## config.mk

```make
export PLATFORM = sky130hd
export DESIGN_NAME = tic_tac_toe_board_ctrl
export DESIGN_NICKNAME = d
export VERILOG_FILES = /design/src/rtl/ttt_pkg.sv /design/src/rtl/tic_tac_toe_turn_timer.sv /design/src/rtl/tic_tac_toe_board_ctrl.sv
export SDC_FILE = /design/constraint.sdc
export NUM_CORES = 1
export LEC_CHECK = 0
export CAP_MARGIN = 20
export CORE_MARGIN = 1
export CORE_UTILIZATION = 33
export DETAILED_ROUTE_END_ITERATION = 12
export GPL_TIMING_DRIVEN = 0
export PLACE_DENSITY = 0.6
export SLEW_MARGIN = 10
export SYNTH_ARGS = -nofsm -noshare
export SYNTH_HDL_FRONTEND = slang
export SYNTH_SLANG_ARGS = --single-unit
export TNS_END_PERCENT = 50
```

## constraint.sdc

```tcl
create_clock -name clk -period 3.5 [get_ports clk]
set_clock_uncertainty 0.15 [all_clocks]
set_input_delay 0.7 -clock clk [delete_from_list [all_inputs] [get_ports clk]]
set_output_delay 0.7 -clock clk [all_outputs]
set_load 0.005 [all_outputs]
```

## src/rtl/ttt_pkg.sv

```systemverilog
// rtl/ttt_pkg.sv - shared encodings and FSM state type for the tic-tac-toe board controller
// Contents: cell codes, win-checker codes, game_state codes, controller FSM states,
// NUM_CELLS, and a helper mapping the player bit to its cell code.

package ttt_pkg;

  localparam int NUM_CELLS = 9;

  localparam logic [2:0] CELL_O     = 3'b000;
  localparam logic [2:0] CELL_X     = 3'b001;
  localparam logic [2:0] CELL_EMPTY = 3'b011;

  localparam logic [2:0] WIN_NONE = 3'd0;
  localparam logic [2:0] WIN_O    = 3'd1;
  localparam logic [2:0] WIN_X    = 3'd2;

  typedef enum logic [1:0] {
    PLAY  = 2'd0,
    O_WIN = 2'd1,
    X_WIN = 2'd2,
    DRAW  = 2'd3
  } game_state_e;

  typedef enum logic [2:0] {
    ST_PLAY     = 3'd0,
    ST_CHECK    = 3'd1,
    ST_END_O    = 3'd2,
    ST_END_X    = 3'd3,
    ST_END_DRAW = 3'd4
  } ctrl_state_e;

  // Player bit 0 = O, 1 = X.
  function automatic logic [2:0] player_cell(input logic player);
    return player ? CELL_X : CELL_O;
  endfunction

endpackage

```

## src/rtl/tic_tac_toe_turn_timer.sv

```systemverilog
// rtl/tic_tac_toe_turn_timer.sv - per-turn cycle counter with expiry flag
// Ports:
//   clk, reset     - clock, synchronous active-high reset
//   clear_i        - restart the turn count (has priority over counting)
//   count_en_i     - count this cycle (controller is waiting for a move)
//   expired_o      - this is the TIMEOUT_CYCLES-th counted cycle of the turn

module tic_tac_toe_turn_timer #(
  parameter int TIMEOUT_CYCLES = 1000
) (
  input  logic clk,
  input  logic reset,
  input  logic clear_i,
  input  logic count_en_i,
  output logic expired_o
);

  localparam int W = $clog2(TIMEOUT_CYCLES + 1);

  logic [W-1:0] cnt_q, cnt_d;

  always_comb begin
    cnt_d = cnt_q;
    if (clear_i) begin
      cnt_d = '0;
    end else if (count_en_i) begin
      cnt_d = cnt_q + 1'b1;
    end
  end

  always_ff @(posedge clk) begin
    if (reset) begin
      cnt_q <= '0;
    end else begin
      cnt_q <= cnt_d;
    end
  end

  // cnt_q holds the number of cycles already spent in this turn, so the
  // current cycle is the last allowed one when it equals TIMEOUT_CYCLES-1.
  assign expired_o = count_en_i && (cnt_q == W'(TIMEOUT_CYCLES - 1));

endmodule

```

## src/rtl/tic_tac_toe_board_ctrl.sv

```systemverilog
// rtl/tic_tac_toe_board_ctrl.sv - board registers and turn FSM for tic-tac-toe
// Optional feature macro: TTT_MOVE_TIMEOUT_EN (per-turn forfeit after TIMEOUT_CYCLES).
// Ports:
//   clk, reset            - clock, synchronous active-high reset
//   new_game              - synchronous board clear, beats move_valid
//   move_valid/move_pos   - offered move (cell 0..8, row-major); move_ready high in PLAY
//   move_accept/reject    - registered one-cycle result pulses
//   win_condition         - external win checker result, sampled in CHECK
//   top_left..bottom_right- cell registers (O=000, X=001, empty=011)
//   current_player, move_count, game_state - game status

module tic_tac_toe_board_ctrl
  import ttt_pkg::*;
#(
  parameter bit FIRST_PLAYER   = 1'b0,
  parameter int TIMEOUT_CYCLES = 1000
) (
  input  logic       clk,
  input  logic       reset,
  input  logic       new_game,
  input  logic       move_valid,
  input  logic [3:0] move_pos,
  output logic       move_ready,
  output logic       move_accept,
  output logic       move_reject,
  input  logic [2:0] win_condition,
  output logic [2:0] top_left,
  output logic [2:0] top_middle,
  output logic [2:0] top_right,
  output logic [2:0] middle_left,
  output logic [2:0] middle_middle,
  output logic [2:0] middle_right,
  output logic [2:0] bottom_left,
  output logic [2:0] bottom_middle,
  output logic [2:0] bottom_right,
  output logic       current_player,
  output logic [3:0] move_count,
  output logic [1:0] game_state
);

  ctrl_state_e                    state_q, state_d;
  logic [NUM_CELLS-1:0][2:0]      board_q, board_d;
  logic [3:0]                     count_q, count_d;
  logic                           player_q, player_d;
  logic                           accept_q, accept_d;
  logic                           reject_q, reject_d;
  logic                           target_empty;
  logic                           timeout_expired;

`ifdef TTT_MOVE_TIMEOUT_EN
  // Counter restarts whenever we are outside PLAY (covers entry to PLAY),
  // on a rejected move, and on a board clear.
  tic_tac_toe_turn_timer #(
    .TIMEOUT_CYCLES(TIMEOUT_CYCLES)
  ) u_turn_timer (
    .clk       (clk),
    .reset     (reset),
    .clear_i   (new_game || (state_q != ST_PLAY) || reject_d),
    .count_en_i(state_q == ST_PLAY),
    .expired_o (timeout_expired)
  );
`else
  logic timeout_param_unused;
  assign timeout_param_unused = (TIMEOUT_CYCLES > 0);
  assign timeout_expired      = 1'b0;
`endif

  // Selecting by comparison keeps out-of-range positions (9..15) reading as
  // "not empty" without indexing past the board.
  always_comb begin
    target_empty = 1'b0;
    for (int i = 0; i < NUM_CELLS; i++) begin
      if (move_pos == 4'(i)) begin
        target_empty = (board_q[i] == CELL_EMPTY);
      end
    end
  end

  always_comb begin
    state_d  = state_q;
    board_d  = board_q;
    count_d  = count_q;
    player_d = player_q;
    accept_d = 1'b0;
    reject_d = 1'b0;

    case (state_q)
      ST_PLAY: begin
        if (move_valid) begin
          // A move in the expiry cycle still wins over the timeout.
          if (target_empty) begin
            for (int i = 0; i < NUM_CELLS; i++) begin
              if (move_pos == 4'(i)) begin
                board_d[i] = player_cell(player_q);
              end
            end
            count_d  = count_q + 4'd1;
            accept_d = 1'b1;
            state_d  = ST_CHECK;
          end else begin
            reject_d = 1'b1;
          end
        end else if (timeout_expired) begin
          // Player to move forfeits.
          state_d = player_q ? ST_END_O : ST_END_X;
        end
      end

      ST_CHECK: begin
        // Win beats draw so a ninth-move win is reported as a win.
        if (win_condition == WIN_O) begin
          state_d = ST_END_O;
        end else if (win_condition == WIN_X) begin
          state_d = ST_END_X;
        end else if (count_q == 4'(NUM_CELLS)) begin
          state_d = ST_END_DRAW;
        end else begin
          player_d = ~player_q;
          state_d  = ST_PLAY;
        end
      end

      default: begin
        state_d = state_q;
      end
    endcase
  end

  always_ff @(posedge clk) begin
    if (reset || new_game) begin
      state_q  <= ST_PLAY;
      board_q  <= {NUM_CELLS{CELL_EMPTY}};
      count_q  <= 4'd0;
      player_q <= FIRST_PLAYER;
      accept_q <= 1'b0;
      reject_q <= 1'b0;
    end else begin
      state_q  <= state_d;
      board_q  <= board_d;
      count_q  <= count_d;
      player_q <= player_d;
      accept_q <= accept_d;
      reject_q <= reject_d;
    end
  end

  always_comb begin
    case (state_q)
      ST_END_O:    game_state = O_WIN;
      ST_END_X:    game_state = X_WIN;
      ST_END_DRAW: game_state = DRAW;
      default:     game_state = PLAY;
    endcase
  end

  assign move_ready     = (state_q == ST_PLAY);
  assign move_accept    = accept_q;
  assign move_reject    = reject_q;
  assign current_player = player_q;
  assign move_count     = count_q;

  assign top_left      = board_q[0];
  assign top_middle    = board_q[1];
  assign top_right     = board_q[2];
  assign middle_left   = board_q[3];
  assign middle_middle = board_q[4];
  assign middle_right  = board_q[5];
  assign bottom_left   = board_q[6];
  assign bottom_middle = board_q[7];
  assign bottom_right  = board_q[8];

endmodule

```

==> summary.md, run 1 <==
| Metric | Value |
|---|---|
| Status | finished, final reports clean |
| Fraction of power spent switching nets | 0.2560 |
| Detailed-routed wire length on met2 | roughly 1600 um |
| Clock Power Share | 0.297 |
| Type of the tightest min-delay check | reg -> reg |
| Number of cells in the finished layout apart from fillers | between 200 and 300 |
| Wire length of the first global-routing pass | around 6000 um |
| Transition time at the pin with the least slew margin | slightly above 0.8 ns |
| Post-route cell area | 1977 sq um |
| Clock Sink Count | 28 |
| Clock root buffer | clkbuf_8 |
| Post-route clock period utilization | 0.8016 |
| Internal power summed over all cells | between 0.4 and 0.5 mW |
| Routed length per placed instance | 13.73 um |
| Cell leakage power | roughly 0.76 nW |
| Kind of end point of the critical path | flop |
| Drt via density | ~5.2 |
| Count of distinct cell types in the synthesized netlist | 49 |
| Mean cell area of the mapped netlist | a little under 9 sq um |
| Synthesized area | ~1500 sq um |
| Deepest clock path buffer count | 2 |
| Number of flops mapped to enable cells by yosys | 0 |
| Metal-1 WL | ~1800 um |
| Time the final worst path needs with I/O delays and setup | approximately 2.8 ns |
| PortBufs | 37 |
| Final Slew Violations | 0 |
| Most used DFF post-synth | dfxtp_1 |
| Uppermost metal layer occupied by signal nets | met4 |
| Maximum number of pins on one net before global-route repair | 15 |
| Critical Path Start Type | input pin |
| Hold slack final | around 0.32 ns |
| Stage delay of the slowest cell on the critical path | 0.48 ns |
| Die width | ~70 um |
| Setup repair bufs after CTS | 0 |
| Clock transition at the registers of the reported paths | about 0.09 ns |
| Switching power total | 0.1525 mW |
| Die Span Y | 68.80 um |
| Highest achievable clock rate | roughly 360 MHz |
| Remaining global-route overflow | 0 |
| TritonCTS clock tree | yes |
| CP required | 3.56 ns |
| Final nets | approximately 230 |
| Slew HR | 0.4501 |
| Total routing usage reported by global routing | 0.1713 |
| Cell-by-cell listing of the critical path | clkdlybuf4s50_1, buf_2, nand4b_1, a311oi_1, nor3_1, o31ai_1, mux2i_1 |
| Number of H-tree levels | 1 |
| Cell Pwr Density | ~300 nW/um^2 |
| # DRC | 0 |
| Post-placement cell count | around 270 |
| Path type of the worst setup path | in -> reg |
| Vias in the first global route | 1228 |
| Unrepaired setup endpoints after global routing | false |
| Number of storage elements in the synthesis netlist | 28 |
| Met3 Wirelength | 148 um |
| Arrival time reported for the critical path endpoint | ~2.9 ns |
| Number of hold violations in the final report | 0 |
| Antenna Nets Post-Route | 0 |
| Worst vdd ir | 158.5 uV |
| Number of antenna diodes | 0 |
| Sum of negative setup slack | 0 ns |
| Async set-or-reset flop fraction in the synthesized netlist | 0 |
| Area of the die | around 4700 sq um |
| Drt initial violations | just under 80 |
| Routability-driven placement congestion ratio | approximately 0.83 |
| Number of setup violations in the final report | 0 |
| Proportion of layout cells with a drive suffix above 1 | 0.09174 |
| Relative area change from synthesis to final layout | 34.24% |
| Sequential element share of the synthesized area | 0.3806 |
| Number of maximum-capacitance constraint violations | 0 |
| Initial Util | 0.3554 |
| CP max stage cell | clkdlybuf4s50_1 |
| Worst-path fanout max | 10 |
| WL final | ~3700 um |
| Logic gate share of total power | 0.157 |
| Vias after detailed routing | approximately 1400 |
| Initial antenna violation count | 0 |
| Clock latency on the worst-skew pair | around 0.27 ns |
| Total of cells resized after clock tree synthesis | 0 |
| Synthesized netlist cell count | 170 |
| Post-cts hold buffer count | 0 |
| Number of CTS-inserted buffers | 3 |
| Yosys warning total | 0 |
| Core region area | about 4100 sq um |
| Cell area after placement | 1936 sq um |
| Share of power burned in registers | 0.547 |
| Row count | 23 |
| I/O pins | 48 |
| Iteration count of the initial detailed-routing pass | 5 |
| Placed wire-length estimate after detailed placement | approximately 2700 um |
==> path summary, 6_finish.rpt <==
check / from / endpoint / slack [ns] / cells after the start
min: bottom_middle[0] / bottom_middle[0] / 0.32 / 2
max: move_pos[0] / move_count[0] / 0.69 / 7
min reg2reg: bottom_middle[0] / bottom_middle[0] / 0.32 / 2
max reg2reg: state_q[2] / middle_right[1] / 1.16 / 5
==> cells in the mapped netlist (all sizes together), types with 3 or more instances <==
library cell	count	area (sq um)
o31ai	7	52.55
clkbuf	4	15.01
mux2i	4	40.04
nand4b	3	26.28
nand2	26	97.59
o41ai	4	35.03
dfxtp	28	560.5
inv	3	11.26
nand3	6	35.03
buf	11	83.82
or3	4	25.02
nor2	12	45.04
a21oi	5	25.02
nand2b	5	31.28
a31oi	3	18.77
==> kinds of logic (layout without fill, tap and decap cells) <==
kind of cell	after synthesis	after routing	synth area share
buf+inv	18	58	0.07476
mux	4	4	0.02719
xor+xnor	2	2	0.01190
compound gates	37	37	0.1980
flops	28	28	0.3806
fa+ha+maj	2	2	0.01699
simple gates	78	78	0.2880
other cells	1	9	0.002546
==> cell type report <==
cell class	instances	area (sq um)
fill	426	2167
tap	50	62.56
timing repair buffer	37	370.4
multi-input combinational	132	832.0
inverter	3	11.26
sequential	28	560.5
buffer	15	98.84
clock buffer	3	41.29
==> power by group through the flow <==
stage	clock (mW)	combinational, mW	sequential, mW
4_1_cts	0.179	0.0927	0.326
6_report	0.177	0.0932	0.326
3_5_place_dp	0	0.0920	0.333
2_1_floorplan	0	0.0587	0.333
5_1_grt	0.191	0.104	0.326
3_3_place_gp	0	0.0922	0.333
==> cell usage in the layout, fill, tap and decap left out, drive strengths merged, types with 3 or more instances in the layout <==
cell,synthesis,routed
dfxtp,28,28
a31oi,3,3
inv,3,3
nand2,26,26
conb,1,9
nand3,6,6
clkbuf,4,7
clkdlybuf4s50,0,37
mux2i,4,4
o31ai,7,7
a21oi,5,5
nand4b,3,3
nand2b,5,5
nor2,12,12
or3,4,4
o41ai,4,4
buf,11,11
==> flip-flops by register name, indices dropped and copies added (netlist names) <==
signal	cells
move_count	4
state_q	3
bottom_left	2
bottom_middle	2
bottom_right	2
middle_left	2
middle_middle	2
middle_right	2
top_left	2
top_middle	2
top_right	2
current_player	1
move_accept	1
move_reject	1
==> routing by layer <==
metal / GRT usage / vias up
li1: - / 705
met1: 0.2567 / 638
met2: 0.2525 / 51
met3: 0.01480 / 7
met4: 0.06122 / 0
met5: 0 / -
==> through the flow <==
stage / utilization / power [mW] / worst slack, ns
floorplan: - / 0.3913 / 1.048
global placement: 0.4671 / 0.4252 / 0.4052
detailed placement: 0.4671 / 0.4250 / 0.4375
CTS: 0.4771 / 0.5969 / 0.7023
global route: 0.4771 / 0.6216 / 0.4639
finish: 0.4771 / 0.5957 / 0.6943
==> critical path: cells and delay by family <==
kind,cells,cell delay (ns)
AOI/OAI and AO/OA,2,0.82
buffers and inverters,2,0.70
muxes,1,0.22
and+or+nand+nor,2,0.41
Note: power is estimated with default switching activity, not from simulation.
==> inputs of run 2 (changes only) <==
- clock period: 3.5 -> 2.6 ns (I/O delays scaled with it)
==> run 2 against run 1 <==
Sequential power grew 34%. First-iteration DRC count grew 12%. Final cell count stayed put. Power rose by 36%. Die area did not move. Routed wire length grew 1.8%. Critical endpoint is now move_count[1]. Largest power group unchanged.
==> summary.md, run 2 (synthesized netlist as in run 1, its figures left out) <==
| Metric | Value |
|---|---|
| Cell-by-cell listing of the critical path | clkdlybuf4s50_1, buf_2, nand3_1, a211oi_1, nor3_2, o311a_1, a211oi_1 |
| Kind of end point of the critical path | flop |
| Core region area | 4144 sq um (unchanged) |
| Worst path buffer plus inverter count | 2 (unchanged) |
| Transition time at the pin with the least slew margin | 0.6290 ns (-0.1843 ns) |
| Clock Sink Count | 28 (unchanged) |
| Stage delay of the slowest cell on the critical path | 0.56 ns (+0.08 ns) |
| Final nets | 233 (unchanged) |
| Most frequent cell on the critical path | a211oi_1 |
| Routability-driven placement congestion ratio | 0.8297 (unchanged) |
| Number of CTS-inserted buffers | 3 (unchanged) |
| Uppermost metal layer occupied by signal nets | met4 |
| Critical path origin | move_pos[0] |
| Wire length of the first global-routing pass | 5982 um (unchanged) |
| Area of the die | 4733 sq um (unchanged) |
| Worst-path fanout max | 10 (unchanged) |
| CP max stage cell | clkdlybuf4s50_1 |
| Slew HR | 0.5791 (+0.1290) |
| Type of the tightest min-delay check | reg -> reg |
| Worst vdd ir | 212.4 uV (+34%) |
| Number of H-tree levels | 1 (unchanged) |
| WL final | 3745 um (+1.8%) |
| Deepest clock path buffer count | 2 (unchanged) |
| Die width | 68.80 um (unchanged) |
| Post-route clock period utilization | 0.9671 |
| Setup repair bufs after CTS | 0 (unchanged) |
| TritonCTS clock tree | yes |
| # DRC | 0 (unchanged) |
| Time the final worst path needs with I/O delays and setup | around 2.5 ns |
| Number of antenna diodes | 0 (unchanged) |
| Proportion of layout cells with a drive suffix above 1 | 0.1193 (+0.02752) |
| Highest achievable clock rate | between 300 and 400 MHz |
| Cell family with the largest share of critical-path delay | compound AO/OA/AOI/OAI gates |
| Antenna Nets Post-Route | 0 (unchanged) |
| Number of maximum-capacitance constraint violations | 0 (unchanged) |
| Post-route cell area | 2009 sq um (+1.6%) |
| Number of setup violations in the final report | 0 (unchanged) |
| Arrival time reported for the critical path endpoint | 2.56 ns (-0.30 ns) |
| Final Slew Violations | 0 (unchanged) |
| PortBufs | 37 (unchanged) |
| Number of hold violations in the final report | 0 (unchanged) |
| Max reg flops | 4 (unchanged) |
| Most common cell after layout, fill and taps aside | clkdlybuf4s50_1 |
| I/O pins | 48 (unchanged) |
| Clock root buffer | clkbuf_8 |
| Cell leakage power | 0.7709 nW (+0.89%) |
| Drt initial violations | 86 (+12%) |
| Vias after detailed routing | 1396 (-0.36%) |
| Hold slack final | 0.3196 ns (+0.002392 ns) |
| Overall power of the completed layout | 0.8109 mW (+36%) |
| Die Span Y | 68.80 um (unchanged) |
| Unrepaired setup endpoints after global routing | false |
| Post-cts hold buffer count | 0 (unchanged) |
| Number of cells in the finished layout apart from fillers | 268 (unchanged) |
| CP required | 2.64 ns (-0.92 ns) |
| Remaining global-route overflow | 0 (unchanged) |
| Status | finished, final reports clean |
| Iteration count of the initial detailed-routing pass | 4 (-1) |
| Cell area after placement | 1936 sq um (unchanged) |
| Routed length per placed instance | 13.97 um (+1.8%) |
| Maximum number of pins on one net before global-route repair | 15 (unchanged) |
| Detailed-routed wire length on met2 | 1646 um (+1.1%) |
| Critical Path Start Type | input pin |
| Clock latency on the worst-skew pair | 0.28 ns (about the same) |
| Met3 Wirelength | 107 um (-28%) |
| Cell Pwr Density | 403.6 nW/um^2 (+34%) |
| Initial Util | 0.3554 (unchanged) |
| Total routing usage reported by global routing | 0.1713 (unchanged) |
| Path type of the worst setup path | in -> reg |
| Initial antenna violation count | 0 (unchanged) |
| Post-placement cell count | 265 (unchanged) |
| Metal-1 WL | 1932 um (+4.8%) |
| Drt via density | 5.209 (-0.36%) |
| Row count | 23 (unchanged) |
| Launching point of the worst reg2reg path | state_q[2] |
| Relative area change from synthesis to final layout | 36.45% |
| Placed wire-length estimate after detailed placement | 2735 um (unchanged) |
| Vias in the first global route | 1228 (unchanged) |
| Clock transition at the registers of the reported paths | 0.10 ns (about the same) |
| Utilization of the core after routing | 0.4849 (+0.007850) |
| Commonest cells after routing, fill and taps aside | clkdlybuf4s50_1, dfxtp_1, nand2_1, nor2_1 |
| Hold path startpoint | middle_middle[1] |
-- run 2: final timing paths --
kind	end	slack, ns	depth (start not counted)
worst max register to register	middle_right[1]	0.38	5
worst max-delay path	move_count[1]	0.09	7
worst min-delay path	middle_middle[1]	0.32	2
worst min register to register	middle_middle[1]	0.32	2
-- run 2: power breakdown --
part	leakage (nW)	switching (mW)	internal, mW
Sequential	0.227	0.00475	0.434
Clock	0.0216	0.137	0.104
Combinational	0.523	0.0702	0.0612
-- run 2: layout make-up --
class	count	area, sq um
plain buffers	15	98.84
clock buffers	3	41.29
fillers	420	2135
inverters	3	11.26
multi-input cells	132	864.6
flip-flops and latches	28	560.5
well taps	50	62.56
repair buffers	37	370.4
-- run 2: worst register-to-register path, delay by kind of cell (launching register included) --
family,cells,cell delay [ns]
AO/OA/AOI/OAI,3,0.87
flip-flops,1,0.39
AND/OR/NAND/NOR,2,0.72
-- run 2: metrics by stage --
step	worst slack (ns)	TNS (ns)
2_1_floorplan	0.3284	0
3_3_place_gp	-0.3148	-4.420
3_5_place_dp	-0.2825	-4.208
4_1_cts	-0.01773	-0.02285
5_1_grt	0.0009761	0
6_report	0.08549	0
-- run 2: timing repair --
item	in CTS	in global routing
pin swaps	0	1
endpoints found under the setup margin	2	18
resized for setup	0	6
-- run 2: layer usage --
metal | vias to the layer above | GRT usage
met4 | 0 | 0.06122
met1 | 657 | 0.2567
li1 | 702 | -
met5 | - | 0
met3 | 5 | 0.01480
met2 | 32 | 0.2525
==> inputs of run 3 (changes only) <==
- CTS_CLUSTER_DIAMETER: not set -> 50
==> results of run 3 <==
The final DEF is identical to that of run 2; final timing and power are the same.
